--- src/rtl/cd_pkg.sv ---
// Shared constants, state type and the single-bit CRC update for the
// bit-serial MODBUS CRC-16 frame checker.
package cd_pkg;

    localparam logic [15:0] CRC_INIT      = 16'hFFFF;
    localparam logic [15:0] CRC_POLY      = 16'hA001;
    localparam logic [15:0] CRC_RESIDUE   = 16'h0000;
    localparam int          MIN_FRAME_LEN = 3;

    typedef enum logic {
        ST_IDLE  = 1'b0,
        ST_SHIFT = 1'b1
    } chk_state_t;

    // One reflected CRC step: feed a single data bit, LSB-first ordering.
    function automatic logic [15:0] crc_step(input logic [15:0] crc, input logic din);
        logic [15:0] shifted;
        shifted = {1'b0, crc[15:1]};
        if (crc[0] ^ din) begin
            crc_step = shifted ^ CRC_POLY;
        end else begin
            crc_step = shifted;
        end
    endfunction

endpackage

--- src/rtl/cd_crc.sv ---
// Bit-serial CRC-16 register: reloads on clean, advances one bit per data_clk.
module cd_crc
    import cd_pkg::*;
(
    input  logic        clk,
    input  logic        reset_n,
    input  logic        clean,
    input  logic        data_clk,
    input  logic        data_in,
    output logic [15:0] crc_out
);

    logic [15:0] r_crc;

    // CRC register: reload has priority over a shift strobe.
    always_ff @(posedge clk or negedge reset_n) begin
        if (!reset_n) begin
            r_crc <= CRC_INIT;
        end else if (clean) begin
            r_crc <= CRC_INIT;
        end else if (data_clk) begin
            r_crc <= crc_step(r_crc, data_in);
        end else begin
            r_crc <= r_crc;
        end
    end

    assign crc_out = r_crc;

endmodule

--- config.mk ---
export PLATFORM = sky130hd
export DESIGN_NAME = cd_crc
export DESIGN_NICKNAME = d
export VERILOG_FILES = /design/src/rtl/cd_pkg.sv /design/src/rtl/cd_crc.sv
export SDC_FILE = /design/constraint.sdc
export NUM_CORES = 1
export LEC_CHECK = 0
export ABC_AREA = 1
export CAP_MARGIN = 20
export CORE_AREA = 5 5 44 46
export CTS_BUF_LIST = sky130_fd_sc_hd__clkbuf_8
export CTS_CLUSTER_DIAMETER = 30
export DETAILED_ROUTE_END_ITERATION = 12
export DIE_AREA = 0 0 49 51
export GPL_ROUTABILITY_DRIVEN = 0
export PLACE_DENSITY = 0.84
export SYNTH_ARGS = -nofsm -noshare
export SYNTH_HDL_FRONTEND = slang
export SYNTH_SLANG_ARGS = --single-unit
export TNS_END_PERCENT = 1
--- constraint.sdc ---
create_clock -name clk -period 1.85 [get_ports clk]
set_input_delay 0.4625 -clock clk [delete_from_list [all_inputs] [get_ports clk]]
set_output_delay 0.4625 -clock clk [all_outputs]
set_load 0.01 [all_outputs]
==> results.json <==
{
  "first_iter_violations": 13,
  "r2r_slack_ps": 860,
  "antenna_cells_inserted": 0,
  "route.final.wire_length_mm": 1.39,
  "synthesis.area_per_instance_sq_um": 11.1,
  "crit_path_top_delay_cell": "dfstp_2",
  "hold_violations": 0,
  "power.density_nw_per_um2": 737,
  "core-area_sq_um": 1470,
  "post_route_cells_drive_above_1_share_pct": 41.9,
  "cts_tree": "yes",
  "post_synthesis_sequential_area_ratio_pct": 56.3,
  "via_count_of_the_first_global_routing_pass": 561,
  "design.die.area_sq_um": 2500,
  "number_of_antenna_violations_at_the_first_check_in_global_routing": 0,
  "combinational_family_with_the_most_area_after_synthesis": "compound AO/OA/AOI/OAI gates",
  "timing.reg2reg.worst_path_depth": 5,
  "synth_xor_xnor_area_share_pct": 0,
  "drt-pass1-iter-count": 4,
  "critical-path-top-delay-family": "flip-flops",
  "setup_viol": 0,
  "groute.usage.overall_pct": 12.3,
  "post_drt_via_cell_ratio": 5.18,
  "final.setup_skew_ps": 0.873,
  "synth_warnings": 0,
  "worst_setup_path_start_kind": "flip-flop",
  "clock_path_buffers": 2,
  "crit_arrival_ps": 1330,
  "hold_path_end": "crc_out[14]",
  "post_synth_num_cell_types": 12,
  "port_buffers": 20,
  "worstPathRequired_ps": 1390,
  "cts-htree-levels": 1,
  "whs_path_depth": 2,
  "yosysTopAreaCell": "dfstp_2",
  "post-route-util_pct": 70.2,
  "drt-wirelength-per-cell_microns": 12.8,
  "ys_ff_latch": 16,
  "routed-via-count": 565,
  "synth_area_sq_um": 747,
  "power_leakage_nw": 0.510,
  "critical_path.n_buffers_inverters": 1,
  "peak_supply_drop_v": 0.000549,
  "hp-start": "crc_out[15]",
  "worst_setup_path_end_kind": "output pin",
  "nNetsFinal": 99,
  "finalWorstPathRequiredPeriod_ps": 1790,
  "maxClockFrequency_ghz": 0.558,
  "ant_nets": 0,
  "worst-slew-pin-transition_ps": 749,
  "status": "finished clean",
  "die-height_microns": 51,
  "netlist_instances": 67,
  "cts.root.buffer_cell": "clkbuf_8",
  "clock_insertion_delay_worst_skew_ps": 250,
  "post_route_drc": 0,
  "post_synth_and_or_nand_nor_area_fraction_pct": 9.88,
  "timing.final.crit_share_pct": 96.9,
  "clock_slew_at_the_register_clock_pins_of_the_worst_setup_and_hold_paths_ps": 60,
  "cts_sinks": 16,
  "area_fraction_in_compound_gates_after_synthesis_pct": 22.3,
  "post_synthesis_adder_cell_area_fraction_pct": 0,
  "critical_path.max_stage_delay_ps": 550,
  "globalRoute.totalOverflow": 0,
  "cp_max_fo": 3,
  "nFillCells": 104,
  "worst_slew_margin_rel_pct": 50.0,
  "synth.net_count": 72,
  "critical_path.reg2reg.endpoint": "crc_out[13]",
  "crit_type": "flip-flop to output pin",
  "drv_cap": 0,
  "muxShareOfSynthArea_pct": 0,
  "grt_max_degree": 17,
  "yosys-top-cells-area": "dfstp_2 (56%), a22oi_2 (17%), inv_1 (7.5%)",
  "placementRows": 14,
  "unrepaired_setup_endpoints_after_global_routing": "no",
  "crit_path_cell_trace": "clkdlybuf4s50_1",
  "die_w_microns": 49,
  "pin_count": 21,
  "wire_length_of_the_first_global_routing_pass_mm": 2.39,
  "hold_path_class": "flip-flop to flip-flop",
  "start_util_pct": 50.8,
  "rr_startpoint": "crc_out[0]",
  "tritoncts.num_buffers": 3,
  "largest_register_ffs": 16,
  "synth_largest_type_area_fraction_pct": 56.3,
  "place.detailed.hpwl_microns": 991,
  "final_max_slew_viol_count": 0,
  "finalSetupTns_ps": 0,
  "area_added_between_synthesis_and_finish_pct": 38.2
}
==> timing repair <==
action / 4_1_cts / 5_1_grt
setup buffers: 0 / 0
resized for setup: 0 / 1
endpoints found under the setup margin: 0 / 1
hold buffers: 0 / 0
==> cells in the final DEF, fill, tap and decap left out, drive strengths merged <==
cell type       n
nor2            2
a21oi           3
nor3            1
dlymetal6s2s    1
clkbuf          4
inv            17
nand2           7
buf             4
nand3           6
dfstp          16
clkdlybuf4s50  19
a22oi          13
==> per-layer routing <==
layer / part of all wire (%) / track usage, %
met1: 45 / 15.3
met2: 47 / 18.5
met3: 5.6 / 3.49
met4: 1.9 / 8.07
met5: 0 / 0
==> cell families (layout without fill, tap and decap cells) <==
family / after synthesis / in the layout
AND/OR/NAND/NOR: 16 / 16
AO/OA/AOI/OAI: 16 / 16
buffers and inverters: 19 / 45
flip-flops: 16 / 16
==> report_power, final <==
| group | leakage, nW | internal [mW] | switching [mW] |
|---|---|---|---|
| combinational | 0.313 | 0.0373 | 0.0453 |
| clock | 0.0288 | 0.189 | 0.119 |
| sequential | 0.168 | 0.365 | 0.00616 |
==> Yosys cell counts (all sizes together) <==
master	n
inv	17
dfstp	16
a22oi	13
nand2	7
nand3	6
a21oi	3
buf	2
nor2	2
nor3	1
==> worst max-delay path by stage <==
stage,start,end,slack [ps],cells past startpoint
finish,crc_out[13],crc_out[13],60,1
global route,crc_out[13],crc_out[13],20,1
CTS,crc_out[0],crc_out[0],20,1
detailed placement,clean,crc_out[9],9,3
global placement,clean,crc_out[10],20,3
floorplan,crc_out[0],crc_out[0],830,0
==> area by class of cell <==
cell class	count	area (sq um)	area share, %
Inverter	17	63.8	6.18
Clock buffer	4	55.1	5.33
Sequential cell	16	420	40.7
Timing Repair Buffer	24	233	22.5
Multi-Input combinational cell	32	240	23.3
Tap cell	16	20.0	1.94
==> metrics by stage <==
| step | instance area (sq um) | std cells | total power, mW | hold slack, ps | setup slack [ps] |
|---|---|---|---|---|---|
| 6_report | 1030 | 109 | 0.761 | 504 | 56.5 |
| 5_1_grt | 1030 | 109 | 0.796 | 530 | 18.5 |
| 4_1_cts | 1030 | 109 | 0.769 | 507 | 19.3 |
| 3_5_place_dp | 975 | 105 | 0.459 | 489 | 9.06 |
| 3_3_place_gp | 975 | 105 | 0.458 | 487 | 17.6 |
| 2_1_floorplan | 747 | 67 | 0.418 | 315 | 827 |
Power figures use the tool's default switching activity.
